### src/rtl/imem_arbiter.sv
// imem_arbiter: shares one combinational instruction ROM between the fetch
// unit and the debug/loader port. Fetch normally wins; a debug requester
// that has been blocked STARVE_MAX cycles in a row wins the next cycle.
// Responses are registered and returned exactly one cycle after the grant.
module imem_arbiter #(
  parameter int unsigned STARVE_MAX = 4,
  parameter int unsigned ADDR_W     = 32
) (
  input  logic              clk,
  input  logic              rst,
  // fetch port
  input  logic              if_req,
  input  logic [ADDR_W-1:0] if_addr,
  output logic              if_gnt,
  output logic              if_rvalid,
  output logic [31:0]       if_rdata,
  output logic              if_err,
  input  logic              if_flush,
  // debug / loader port
  input  logic              dbg_req,
  input  logic [ADDR_W-1:0] dbg_addr,
  output logic              dbg_gnt,
  output logic              dbg_rvalid,
  output logic [31:0]       dbg_rdata,
  output logic              dbg_err,
  // instruction ROM
  output logic              rom_ce,
  output logic [ADDR_W-1:0] rom_pc,
  input  logic [31:0]       rom_instr
);

  typedef enum logic [0:0] {
    IF_PRI  = 1'b0,
    DBG_PRI = 1'b1
  } pri_state_t;

  localparam logic [3:0] STARVE_LIM = 4'(STARVE_MAX);
  localparam logic [3:0] CNT_MAX    = 4'd15;

  pri_state_t        state_r;
  pri_state_t        state_next_s;
  logic [3:0]        wait_cnt_r;
  logic [3:0]        wait_cnt_next_s;

  logic              if_gnt_s;
  logic              dbg_gnt_s;
  logic              any_gnt_s;
  logic              aligned_s;
  logic [ADDR_W-1:0] win_addr_s;
  logic              rom_ce_s;
  logic [ADDR_W-1:0] rom_pc_s;
  logic [31:0]       rsp_data_s;
  logic              rsp_err_s;

  logic              if_rvalid_r;
  logic [31:0]       if_rdata_r;
  logic              if_err_r;
  logic              dbg_rvalid_r;
  logic [31:0]       dbg_rdata_r;
  logic              dbg_err_r;

  // Grant decision: the prioritised requester wins, the other gets the idle port.
  always_comb begin
    if_gnt_s  = 1'b0;
    dbg_gnt_s = 1'b0;
    if (!rst) begin
      if_gnt_s  = 1'b0;
      dbg_gnt_s = 1'b0;
    end else begin
      case (state_r)
        IF_PRI: begin
          if_gnt_s  = if_req;
          dbg_gnt_s = dbg_req & ~if_req;
        end
        DBG_PRI: begin
          dbg_gnt_s = dbg_req;
          if_gnt_s  = if_req & ~dbg_req;
        end
        default: begin
          if_gnt_s  = 1'b0;
          dbg_gnt_s = 1'b0;
        end
      endcase
    end
  end

  // Starvation counter and priority next-state.
  always_comb begin
    wait_cnt_next_s = 4'd0;
    state_next_s    = state_r;
    if (dbg_req && !dbg_gnt_s) begin
      wait_cnt_next_s = (wait_cnt_r == CNT_MAX) ? CNT_MAX : (wait_cnt_r + 4'd1);
    end else begin
      wait_cnt_next_s = 4'd0;
    end
    case (state_r)
      IF_PRI: begin
        if (wait_cnt_next_s >= STARVE_LIM) begin
          state_next_s = DBG_PRI;
        end else begin
          state_next_s = IF_PRI;
        end
      end
      DBG_PRI: begin
        if (dbg_gnt_s || !dbg_req) begin
          state_next_s = IF_PRI;
        end else begin
          state_next_s = DBG_PRI;
        end
      end
      default: state_next_s = IF_PRI;
    endcase
  end

  // Priority state and wait counter registers.
  always_ff @(posedge clk) begin
    if (!rst) begin
      state_r    <= IF_PRI;
      wait_cnt_r <= 4'd0;
    end else begin
      state_r    <= state_next_s;
      wait_cnt_r <= wait_cnt_next_s;
    end
  end

  // Winner address mux and ROM access; misaligned accesses never touch the ROM.
  always_comb begin
    win_addr_s = '0;
    if (if_gnt_s) begin
      win_addr_s = if_addr;
    end else if (dbg_gnt_s) begin
      win_addr_s = dbg_addr;
    end else begin
      win_addr_s = '0;
    end
    any_gnt_s  = if_gnt_s | dbg_gnt_s;
    aligned_s  = (win_addr_s[1:0] == 2'b00);
    rom_ce_s   = any_gnt_s & aligned_s;
    rom_pc_s   = rom_ce_s ? win_addr_s : '0;
    rsp_data_s = aligned_s ? rom_instr : 32'd0;
    rsp_err_s  = ~aligned_s;
  end

  // Response registers: one-cycle latency, data held until that port's next response.
  always_ff @(posedge clk) begin
    if (!rst) begin
      if_rvalid_r  <= 1'b0;
      if_rdata_r   <= 32'd0;
      if_err_r     <= 1'b0;
      dbg_rvalid_r <= 1'b0;
      dbg_rdata_r  <= 32'd0;
      dbg_err_r    <= 1'b0;
    end else begin
      if_rvalid_r  <= if_gnt_s & ~if_flush;
      dbg_rvalid_r <= dbg_gnt_s;
      if (if_gnt_s && !if_flush) begin
        if_rdata_r <= rsp_data_s;
        if_err_r   <= rsp_err_s;
      end else begin
        if_rdata_r <= if_rdata_r;
        if_err_r   <= if_err_r;
      end
      if (dbg_gnt_s) begin
        dbg_rdata_r <= rsp_data_s;
        dbg_err_r   <= rsp_err_s;
      end else begin
        dbg_rdata_r <= dbg_rdata_r;
        dbg_err_r   <= dbg_err_r;
      end
    end
  end

  // A flush in the presentation cycle also kills the fetch response; reset
  // blanks every response output immediately so nothing leaks while held.
  assign if_gnt     = if_gnt_s;
  assign dbg_gnt    = dbg_gnt_s;
  assign rom_ce     = rom_ce_s;
  assign rom_pc     = rom_pc_s;
  assign if_rvalid  = if_rvalid_r & ~if_flush & rst;
  assign if_rdata   = rst ? if_rdata_r : 32'd0;
  assign if_err     = if_err_r & rst;
  assign dbg_rvalid = dbg_rvalid_r & rst;
  assign dbg_rdata  = rst ? dbg_rdata_r : 32'd0;
  assign dbg_err    = dbg_err_r & rst;

endmodule
### config.mk
export PLATFORM = sky130hd
export DESIGN_NAME = imem_arbiter
export DESIGN_NICKNAME = d
export VERILOG_FILES = /design/src/rtl/imem_arbiter.sv
export SDC_FILE = /design/constraint.sdc
export NUM_CORES = 1
export LEC_CHECK = 0
export CAP_MARGIN = 10
export CORE_MARGIN = 3
export CORE_UTILIZATION = 43
export DETAILED_ROUTE_END_ITERATION = 6
export PLACE_DENSITY = 0.86
export SYNTH_ARGS = -nofsm -noshare
export SYNTH_HDL_FRONTEND = slang
export SYNTH_SLANG_ARGS = --single-unit
export TNS_END_PERCENT = 5
### constraint.sdc
create_clock -name clk -period 2.7 [get_ports clk]
set_input_delay 0.27 -clock clk [delete_from_list [all_inputs] [get_ports clk]]
set_output_delay 0.27 -clock clk [all_outputs]
set_load 0.1 [all_outputs]
==> results.py <==
metrics = {
    "status": {
        "status": "complete, no violations",
    },
    "placement": {
        "numPortBuffers": 201,
        "place_hpwl_um": 10140,
        "dp.cells": 758,
        "gp_routability_congestion": 0.7975,
    },
    "finish": {
        "fill_cells": 649,
        "regArea_um2": 1461,
        "multi_input_area_um2": 2069,
        "diodes": 0,
        "layout-drive-gt1-share": 0.2568,
        "nets": 763,
        "syn2layout_area_growth_pct": 60.39,
        "fin_cells": 774,
    },
    "detailed_routing": {
        "wl_met3_um": 941,
        "drt-met1-wl_um": 5445,
        "top_layer": "met4",
        "dr.pass1.iters": 5,
        "final_antenna_net_count": 0,
        "drc": 0,
        "vias_per_cell": 5.556,
        "post_drt_wl_per_cell_um": 17.42,
        "met2WireLength_um": 6831,
        "drtIter0Drc": 239,
        "wl_um": 13480,
        "num_vias": 4300,
    },
    "yosys": {
        "muxShareOfSynthArea": 0.08400,
        "ys_types": 30,
        "async_reset_ff_frac": 0,
        "synth-compound-area-share": 0.2412,
        "syn_area_um2": 3933,
        "ys.flop_type": "dfxtp_1",
        "synth_fa_ha_area_frac": 0.003182,
        "synthCells": 485,
        "yosys-top-cells-area": "dfxtp_1, mux2i_1, a32oi_1",
        "synth_top_area_cell": "dfxtp_1",
        "yosysWarnings": 0,
        "yosys.area.top_type_share": 0.3716,
        "synth_area_per_cell_um2": 8.108,
        "synth_top_family_by_area": "compound AO/OA/AOI/OAI gates",
        "synth-edff-count": 0,
        "ys_ff_latch": 73,
        "yosysMostFrequentCell": "dfxtp_1",
        "synthSimpleGateAreaFrac": 0.1899,
        "synth_xor_area_frac": 0,
        "synthTopCellsByCount": "dfxtp_1, nand2_1, a21oi_1",
        "seq_area_frac_synth": 0.3716,
    },
    "worst_setup_path": {
        "slowest_delay_ns": 0.51,
        "r2r_start": "state_r",
        "endpoint_kind": "output port",
        "cpMaxStageDelayCell": "dfxtp_1",
        "cp_cell_sequence": "nand2b_2, buf_4, a32oi_1, a21oi_1, buf_12",
        "reg2reg_to": "dbg_err_r",
        "path_buf_inv": 2,
        "r2r.worst_path.cells": 5,
        "cp-start-kind": "flip-flop",
        "worst-setup-path-type": "reg -> out",
        "crit_cells": 5,
        "critPathMaxFanout": 40,
        "crit_start": "state_r",
        "arrival_ns": 2.09,
        "cp.required_ns": 2.43,
        "cp_top_family": "buffers and inverters",
        "r2r_setup_slack_ns": 0.82,
    },
    "min_path": {
        "min_from": "dbg_req",
        "whs_endpoint": "dbg_rdata_r[0]",
        "min_path_cells": 3,
        "min_path_type": "in -> reg",
    },
    "global_route": {
        "antenna_found_initial": 0,
        "grtUsageTotal": 0.2501,
        "overflow": 0,
        "grt_pass1_wl_um": 20420,
        "grt_pass1_vias": 3886,
        "grt_max_degree": 41,
    },
    "cts": {
        "cts_tree": "yes",
        "post_cts_buffers": 0,
        "htree_levels": 3,
        "ctsHoldBuffers": 0,
        "cts_resized": 0,
        "numCtsBuffers": 9,
        "cts_buffer_depth": 2,
        "cts-root-buf": "clkbuf_8",
        "clk_pin_slew_ns": 0.08,
        "insertion_delay_ns": 0.34,
        "clkSinkCount": 73,
    },
    "timing": {
        "drv_slew": 0,
        "finalCriticalPeriod_ns": 2.358,
        "fmax_mhz": 424.1,
        "finalHoldViolCount": 0,
        "fin_skew_ns": 0.007465,
        "rsz0062_at_grt": "false",
        "hold_slack_ns": 0.3582,
        "finalSetupViolCount": 0,
        "fin_crit_sh": 0.8733,
    },
    "floorplan": {
        "dieArea_um2": 10330,
        "die_x_um": 101.6,
        "io_pins": 204,
        "core_area_um2": 8806,
        "rows": 34,
        "start_util": 0.4466,
        "die_h_um": 101.6,
    },
    "power": {
        "peakVddDrop_v": 0.0003293,
        "power_density_nw_per_um2": 405.1,
        "p_leak_nw": 2.631,
    },
    "job": {
        "cap_violations": 0,
    },
}
cells by family after synthesis:
family | count (synthesis)
other | 1
adders and majority gates | 1
AOI/OAI and AO/OA | 137
DFF | 73
and+or+nand+nor | 149
muxes | 33
buffers and inverters | 91
stage by stage:
stage                     setup slack (ns)  setup TNS, ns  area [um^2]    util  power [mW]
after floorplan                    -0.3795        -0.3795         3941       -       1.493
after global placement              0.4920              0         6120  0.6949       1.748
after detailed placement            0.4257              0         6120  0.6949       1.760
after CTS                           0.3682              0         6307  0.7163       2.566
after global routing                0.2530              0         6307  0.7163       2.651
final                               0.3421              0         6307  0.7163       2.555
how the worst max path moves through the flow:
stage / end / slack (ns)
finish: rom_pc[31] / 0.34
global placement: rom_pc[31] / 0.49
detailed placement: rom_pc[31] / 0.43
floorplan: dbg_gnt / -0.38
CTS: rom_pc[31] / 0.37
global route: rom_pc[31] / 0.25
report_power, final:
part	internal, mW	leakage (nW)	switching [mW]
combinational	0.247	1.95	0.388
sequential	1.10	0.591	0.00703
clock	0.426	0.0933	0.389
per-layer routing:
layer,GRT usage,vias up
li1,-,2047
met1,0.3298,2044
met2,0.4100,181
met3,0.06129,28
met4,0.06646,0
met5,0,-
worst register-to-register path: cells and delay by family, from the launching register on:
| family | cells | cell delay (ns) |
|---|---|---|
| AO/OA/AOI/OAI | 2 | 0.34 |
| buffers and inverters | 2 | 0.75 |
| flip-flops | 1 | 0.51 |
| AND/OR/NAND/NOR | 1 | 0.21 |
sequential cells by signal (all words and copies together) (netlist names):
name,cells
dbg_rdata_r,32
state_r,1
wait_cnt_r,4
dbg_rvalid_r,1
if_err_r,1
if_rvalid_r,1
dbg_err_r,1
if_rdata_r,32
layout make-up:
| type | instances | share of cell area |
|---|---|---|
| clock buffer | 11 | 0.02083 |
| clock inverter | 5 | 0.008927 |
| inverter | 37 | 0.02202 |
| multi-input combinational | 322 | 0.3281 |
| sequential | 73 | 0.2317 |
| tap | 108 | 0.02142 |
| timing repair buffer | 218 | 0.3670 |
placed cells by master (no fill, tap or decap), drive strengths merged, types with 3 or more instances in the layout:
| master | synthesis | routed |
|---|---|---|
| nand2 | 68 | 68 |
| mux2i | 33 | 33 |
| dfxtp | 73 | 73 |
| and2 | 35 | 35 |
| a32oi | 30 | 30 |
| buf | 26 | 120 |
| inv | 36 | 36 |
| nand4 | 33 | 33 |
| nor3 | 3 | 3 |
| nor2 | 5 | 5 |
| clkinv | 1 | 4 |
| clkbuf | 28 | 11 |
| a21oi | 68 | 68 |
| clkdlybuf4s50 | 0 | 98 |
| o21ai | 33 | 33 |
(Power assumes the default switching activity.)
